[src/rtl/muldiv_unit_pkg.sv]
// Shared multiply/divide op encodings and FSM state type.
// The control unit uses the same MD_* constants when issuing MULT/MULTU/DIV/DIVU.
package muldiv_unit_pkg;

  localparam logic [1:0] MD_MULT  = 2'b00;
  localparam logic [1:0] MD_MULTU = 2'b01;
  localparam logic [1:0] MD_DIV   = 2'b10;
  localparam logic [1:0] MD_DIVU  = 2'b11;

  typedef enum logic [1:0] {
    StIdle,
    StRun,
    StFin
  } md_state_e;

  function automatic logic md_is_signed(input logic [1:0] op);
    return (op == MD_MULT) || (op == MD_DIV);
  endfunction

  function automatic logic md_is_div(input logic [1:0] op);
    return (op == MD_DIV) || (op == MD_DIVU);
  endfunction

endpackage

[src/rtl/muldiv_iter.sv]
// Iterative unsigned datapath: radix-2 shift-add multiply and restoring divide.
// One shared WIDTH+1 bit adder/subtractor; one step per enabled cycle.
module muldiv_iter #(
  parameter int unsigned WIDTH = 32
) (
  input  logic               clk,
  input  logic               reset,
  input  logic               load,
  input  logic               step,
  input  logic               is_div,
  input  logic [WIDTH-1:0]   op_a,
  input  logic [WIDTH-1:0]   op_b,
  output logic [2*WIDTH-1:0] acc_next
);

  logic [2*WIDTH-1:0] acc_q;
  logic [WIDTH-1:0]   opnd_q;
  logic               is_div_q;
  logic [WIDTH:0]     add_x, add_y, sum;

  // Multiply adds the multiplicand to the upper half; divide subtracts the
  // divisor from the shifted remainder, with sum[WIDTH] acting as the borrow.
  always_comb begin
    add_x = is_div_q ? acc_q[2*WIDTH-1:WIDTH-1] : {1'b0, acc_q[2*WIDTH-1:WIDTH]};
    add_y = is_div_q ? ~{1'b0, opnd_q} : {1'b0, opnd_q};
    sum   = add_x + add_y + (WIDTH+1)'(is_div_q);
    if (is_div_q) begin
      if (sum[WIDTH]) begin
        acc_next = {acc_q[2*WIDTH-2:0], 1'b0};
      end else begin
        acc_next = {sum[WIDTH-1:0], acc_q[WIDTH-2:0], 1'b1};
      end
    end else begin
      if (acc_q[0]) begin
        acc_next = {sum, acc_q[WIDTH-1:1]};
      end else begin
        acc_next = {1'b0, acc_q[2*WIDTH-1:1]};
      end
    end
  end

  always_ff @(posedge clk) begin
    if (reset) begin
      acc_q    <= '0;
      opnd_q   <= '0;
      is_div_q <= 1'b0;
    end else if (load) begin
      acc_q    <= {{WIDTH{1'b0}}, op_a};
      opnd_q   <= op_b;
      is_div_q <= is_div;
    end else if (step) begin
      acc_q    <= acc_next;
    end
  end

endmodule

[src/rtl/muldiv_unit.sv]
// Multiply/divide unit with architectural HI/LO: FSM, iteration counter,
// sign handling around the unsigned iterative core, and MTHI/MTLO writes.
module muldiv_unit
  import muldiv_unit_pkg::*;
#(
  parameter int unsigned WIDTH = 32
) (
  input  logic             clk,
  input  logic             reset,
  input  logic             start,
  input  logic [1:0]       op,
  input  logic [WIDTH-1:0] a,
  input  logic [WIDTH-1:0] b,
  input  logic             hi_we,
  input  logic             lo_we,
  input  logic [WIDTH-1:0] wdata,
  output logic             busy,
  output logic             done,
  output logic [WIDTH-1:0] hi,
  output logic [WIDTH-1:0] lo
);

  localparam int unsigned CntW = $clog2(WIDTH);

  md_state_e          state_q, state_d;
  logic [CntW-1:0]    cnt_q, cnt_d;
  logic [WIDTH-1:0]   hi_q, hi_d, lo_q, lo_d;
  logic               is_div_q, neg_res_q, neg_rem_q, div_zero_q;
  logic               load, step, sgn, op_div;
  logic [WIDTH-1:0]   mag_a, mag_b, quo_fix, rem_fix;
  logic [2*WIDTH-1:0] acc_next, prod_fix;

  assign sgn    = md_is_signed(op);
  assign op_div = md_is_div(op);
  assign mag_a  = (sgn && a[WIDTH-1]) ? -a : a;
  assign mag_b  = (sgn && b[WIDTH-1]) ? -b : b;

  muldiv_iter #(
    .WIDTH (WIDTH)
  ) u_iter (
    .clk      (clk),
    .reset    (reset),
    .load     (load),
    .step     (step),
    .is_div   (op_div),
    .op_a     (mag_a),
    .op_b     (mag_b),
    .acc_next (acc_next)
  );

  // Divide by zero leaves an all-ones quotient; it must not be negated.
  assign prod_fix = neg_res_q ? -acc_next : acc_next;
  assign quo_fix  = (neg_res_q && !div_zero_q) ? -acc_next[WIDTH-1:0] : acc_next[WIDTH-1:0];
  assign rem_fix  = neg_rem_q ? -acc_next[2*WIDTH-1:WIDTH] : acc_next[2*WIDTH-1:WIDTH];

  always_comb begin
    state_d = state_q;
    cnt_d   = cnt_q;
    hi_d    = hi_q;
    lo_d    = lo_q;
    load    = 1'b0;
    step    = 1'b0;
    unique case (state_q)
      StIdle: begin
        if (start) begin
          state_d = StRun;
          cnt_d   = '0;
          load    = 1'b1;
        end else begin
          if (hi_we) hi_d = wdata;
          if (lo_we) lo_d = wdata;
        end
      end
      StRun: begin
        step  = 1'b1;
        cnt_d = cnt_q + CntW'(1);
        if (cnt_q == CntW'(WIDTH - 1)) begin
          state_d = StFin;
          cnt_d   = '0;
          if (is_div_q) begin
            hi_d = rem_fix;
            lo_d = quo_fix;
          end else begin
            hi_d = prod_fix[2*WIDTH-1:WIDTH];
            lo_d = prod_fix[WIDTH-1:0];
          end
        end
      end
      StFin:   state_d = StIdle;
      default: state_d = StIdle;
    endcase
  end

  always_ff @(posedge clk) begin
    if (reset) begin
      state_q    <= StIdle;
      cnt_q      <= '0;
      hi_q       <= '0;
      lo_q       <= '0;
      is_div_q   <= 1'b0;
      neg_res_q  <= 1'b0;
      neg_rem_q  <= 1'b0;
      div_zero_q <= 1'b0;
    end else begin
      state_q <= state_d;
      cnt_q   <= cnt_d;
      hi_q    <= hi_d;
      lo_q    <= lo_d;
      if (load) begin
        is_div_q   <= op_div;
        neg_res_q  <= sgn && (a[WIDTH-1] ^ b[WIDTH-1]);
        neg_rem_q  <= sgn && a[WIDTH-1];
        div_zero_q <= (b == '0);
      end
    end
  end

  assign busy = (state_q == StRun);
  assign done = (state_q == StFin);
  assign hi   = hi_q;
  assign lo   = lo_q;

endmodule

[config.mk]
export PLATFORM = sky130hd
export DESIGN_NAME = muldiv_unit
export DESIGN_NICKNAME = d
export VERILOG_FILES = /design/src/rtl/muldiv_unit_pkg.sv /design/src/rtl/muldiv_iter.sv /design/src/rtl/muldiv_unit.sv
export SDC_FILE = /design/constraint.sdc
export NUM_CORES = 1
export LEC_CHECK = 0
export ABC_AREA = 1
export CAP_MARGIN = 20
export CORE_ASPECT_RATIO = 1.75
export CORE_UTILIZATION = 35
export CTS_CLUSTER_SIZE = 16
export DETAILED_ROUTE_END_ITERATION = 7
export DONT_BUFFER_PORTS = 1
export PLACE_DENSITY = 0.58
export SLEW_MARGIN = 30
export SYNTH_ARGS = -nofsm -noshare
export SYNTH_HDL_FRONTEND = slang
export SYNTH_SLANG_ARGS = --single-unit
[constraint.sdc]
create_clock -name clk -period 6.4 [get_ports clk]
set_input_delay 0.64 -clock clk [delete_from_list [all_inputs] [get_ports clk]]
set_output_delay 0.64 -clock clk [all_outputs]
set_load 0.005 [all_outputs]
==> impl_metrics.json <==
{
  "pwr-share-seq_pct": 33.6,
  "place_ws_ns": 0.760,
  "cts_root_buf": "clkbuf_16",
  "synthCells": 2641,
  "drive_above_1_share_pct": 6.62,
  "fmax_mhz": 175,
  "numPortBuffers": 0,
  "place_hpwl_um": 53000,
  "crit_path_end": "hi[30]",
  "synthFlopType": "dfxtp_1",
  "hold_class": "in -> reg",
  "synthArstFlopShare_pct": 0,
  "firstDrtPassIters": 7,
  "final-max-slew-violation-count": 0,
  "yosys_warnings": 0,
  "rsz0062_at_grt": "false",
  "num_vias": 17200,
  "drt_iter0_drc": 1142,
  "intPower_mw": 2.09,
  "r2r-end": "hi[30]",
  "synth_area_um2": 15500,
  "worst_slew_pin_slew_ns": 0.962,
  "antenna_found_initial": 0,
  "die_h_um": 280,
  "cts_buffers": 17,
  "power.density_nw_per_um2": 225,
  "diodes": 0,
  "clkSlewWorstSetupHoldPaths_ns": 0.08,
  "path_common_cell": "nand2_1",
  "cts_tree": "built",
  "start_kind": "register",
  "fillers": 4934,
  "setup_slack_ns": 0.700,
  "grt_pass1_vias": 16900,
  "hold_violations": 0,
  "relSlewSlack_pct": 35.8,
  "routedWlPerCell_um": 21.0,
  "synth-simple-area-share_pct": 35.3,
  "synth_fa_ha_area_share_pct": 3.12,
  "register_area_um2": 3430,
  "path_class": "reg -> reg",
  "synth_edf_count": 0,
  "peakVddDrop_uv": 220,
  "core_area_um2": 43500,
  "h-tree-depth": 4,
  "io_pins": 169,
  "viasPerCell": 5.47,
  "clock_skew_ns": 0.0189,
  "outcome": "finished clean",
  "ctsResizeCount": 0,
  "period_share_pct": 89.1,
  "fp-row-count": 101,
  "clockPowerShare_pct": 28.9,
  "cts-hold-fix-buffers": 0,
  "worst-r2r-cell-count": 36,
  "synth_xor_area_share_pct": 4.93,
  "finalNetCount": 2711,
  "ys_seq_elements": 171,
  "grt_first_pass_wirelength_um": 99700,
  "synth_top_family_by_area": "simple AND/OR/NAND/NOR gates",
  "cp-end-kind": "register",
  "seq_area_frac_synth_pct": 22.1,
  "clock_sinks": 171,
  "grt_max_degree": 83,
  "drc": 0,
  "overflow": 0,
  "avgSynthCellArea_um2": 5.86,
  "start_util_pct": 35.6,
  "r2r_setup_slack_ns": 0.70,
  "cts_buffer_depth": 2,
  "switchingPower_mw": 1.62,
  "worst_ep_arrival_time_ns": 6.07,
  "synthesis.nets": 2782,
  "clock_latency_ns": 0.47,
  "cts_setup_buffers": 0,
  "place.gp.congestion": 1.03,
  "cp_max_fo": 32,
  "syn_to_final_growth_pct": 6.29,
  "report.final.setup_viol": 0,
  "grt_usage_pct": 29.4,
  "wirelength_um": 66200,
  "p_sw_share_pct": 43.7,
  "synth_compound_area_share_pct": 22.9,
  "power_mw": 3.71,
  "power.leakage_nw": 7.71,
  "antenna_left": 0,
  "muxShareOfSynthArea_pct": 0,
  "cp_data_required_time_ns": 6.76,
  "ys_types": 64,
  "maxCapViolCount": 0,
  "die_area_um2": 45100,
  "startpoint": "u_iter.is_div_q",
  "tns_ns": 0,
  "multi_input_area_um2": 10300,
  "period_minus_slack_ns": 5.70,
  "fp.dieW_um": 161,
  "cp_slowest_stage_delay_ns": 0.57,
  "crit_slowest_cell": "dfxtp_4",
  "combPwrFrac_pct": 37.5,
  "hold_ws_ns": 0.252,
  "r2r_start": "u_iter.is_div_q"
}
[flip-flops by register name, summed over array words and instances (netlist names)]
name             cells
lo                  32
u_iter.is_div_q      1
hi                  32
neg_res_q            1
neg_rem_q            1
state_q              2
cnt_q                5
u_iter.opnd_q       32
u_iter.acc_q        64
div_zero_q           1
[critical path, delay by kind of cell, from the launching register on]
kind	cells	cell delay, ns
adder cells (fa/ha/maj)	2	0.61
AO/OA/AOI/OAI	1	0.25
flip-flops	1	0.57
AND/OR/NAND/NOR	29	3.68
buffers and inverters	4	0.46
[cell type report]
| cell class | count | area share (%) |
|---|---|---|
| Multi-Input combinational cell | 2025 | 62.5 |
| Sequential cell | 171 | 20.8 |
| Inverter | 329 | 7.53 |
| Tap cell | 566 | 4.31 |
| Clock buffer | 18 | 2.67 |
| Timing Repair Buffer | 26 | 1.26 |
| Clock inverter | 14 | 0.852 |
[kinds of logic (layout without fill, tap and decap cells)]
| family | count (synthesis) | in the layout |
|---|---|---|
| adder cells (fa/ha/maj) | 38 | 38 |
| flip-flops | 171 | 171 |
| buffers and inverters | 445 | 387 |
| XOR/XNOR | 87 | 87 |
| AO/OA/AOI/OAI | 636 | 636 |
| AND/OR/NAND/NOR | 1264 | 1264 |
[cell usage after synthesis (3+ instances only)]
master / n / area (µm²)
nor3_1: 37 / 185
a21oi_1: 236 / 1180
xor2_1: 60 / 526
nand3b_1: 16 / 120
ha_1: 37 / 463
buf_2: 16 / 80.1
or2_2: 4 / 25.0
clkinv_1: 6 / 22.5
o221ai_1: 14 / 123
o22ai_1: 19 / 119
nand2_4: 6 / 67.6
nand3_1: 157 / 786
o211ai_1: 14 / 105
xnor2_1: 27 / 236
nand2_2: 27 / 169
clkbuf_1: 81 / 304
a32o_1: 11 / 110
nor2_2: 20 / 125
nand4_1: 16 / 100
o21bai_1: 22 / 165
buf_6: 11 / 124
o21ai_0: 256 / 1280
a31oi_1: 15 / 93.8
dfxtp_1: 171 / 3420
nor2_1: 226 / 848
nand3_2: 3 / 30.0
nand2_1: 727 / 2730
o21ai_1: 16 / 80.1
a211oi_1: 4 / 30.0
o21a_1: 4 / 30.0
buf_1: 5 / 18.8
o21ai_2: 6 / 52.6
inv_1: 311 / 1170
nor2_4: 8 / 90.1
inv_2: 12 / 45.0
[power by group through the flow]
stage               logic [mW]  clock network [mW]  registers [mW]
detailed placement        1.37                   0            1.27
CTS                       1.38                1.09            1.25
global placement          1.37                   0            1.27
floorplan                0.998                   0            1.22
global route              1.54                1.12            1.25
finish                    1.39                1.07            1.25
[worst min path at each step]
stage | to | cells after the start | from
detailed placement | u_iter.acc_q[3] | 2 | u_iter.acc_q[3]
floorplan | div_zero_q | 2 | div_zero_q
finish | cnt_q[3] | 1 | reset
global route | u_iter.acc_q[29] | 1 | reset
global placement | cnt_q[4] | 2 | cnt_q[4]
CTS | cnt_q[4] | 1 | reset
[stage by stage]
step           cell area [µm²]  util (%)  instances
6_report                 16400      37.8       3149
5_1_grt                  16400      37.8       3149
4_1_cts                  16400      37.8       3149
3_5_place_dp             15900      36.5       3117
3_3_place_gp             15900      36.5       3117
2_1_floorplan            15500         -       2641
[layout by cell type (no fill, tap or decap), types with 9 or more instances in the layout]
master,netlist,routed
a21oi_1,236,236
a31oi_1,15,15
a32o_1,11,11
buf_4,2,25
clkbuf_16,0,17
dfxtp_1,171,170
ha_1,37,37
inv_1,311,308
inv_2,12,13
nand2_1,727,727
nand2_2,27,27
nand3_1,157,157
nand3b_1,16,16
nand4_1,16,16
nor2_1,226,222
nor2_2,20,23
nor2_4,8,9
nor3_1,37,36
o211ai_1,14,14
o21ai_0,256,256
o21ai_1,16,14
o21bai_1,22,22
o221ai_1,14,14
o22ai_1,19,19
xnor2_1,27,27
xor2_1,60,60
[metal layers]
layer / wire [µm] / track usage, %
met5: 0 / 0
met2: 34500 / 54.8
met1: 22000 / 27.5
met3: 2800 / 3.50
met4: 6860 / 27.3
Power figures use the tool's default switching activity.
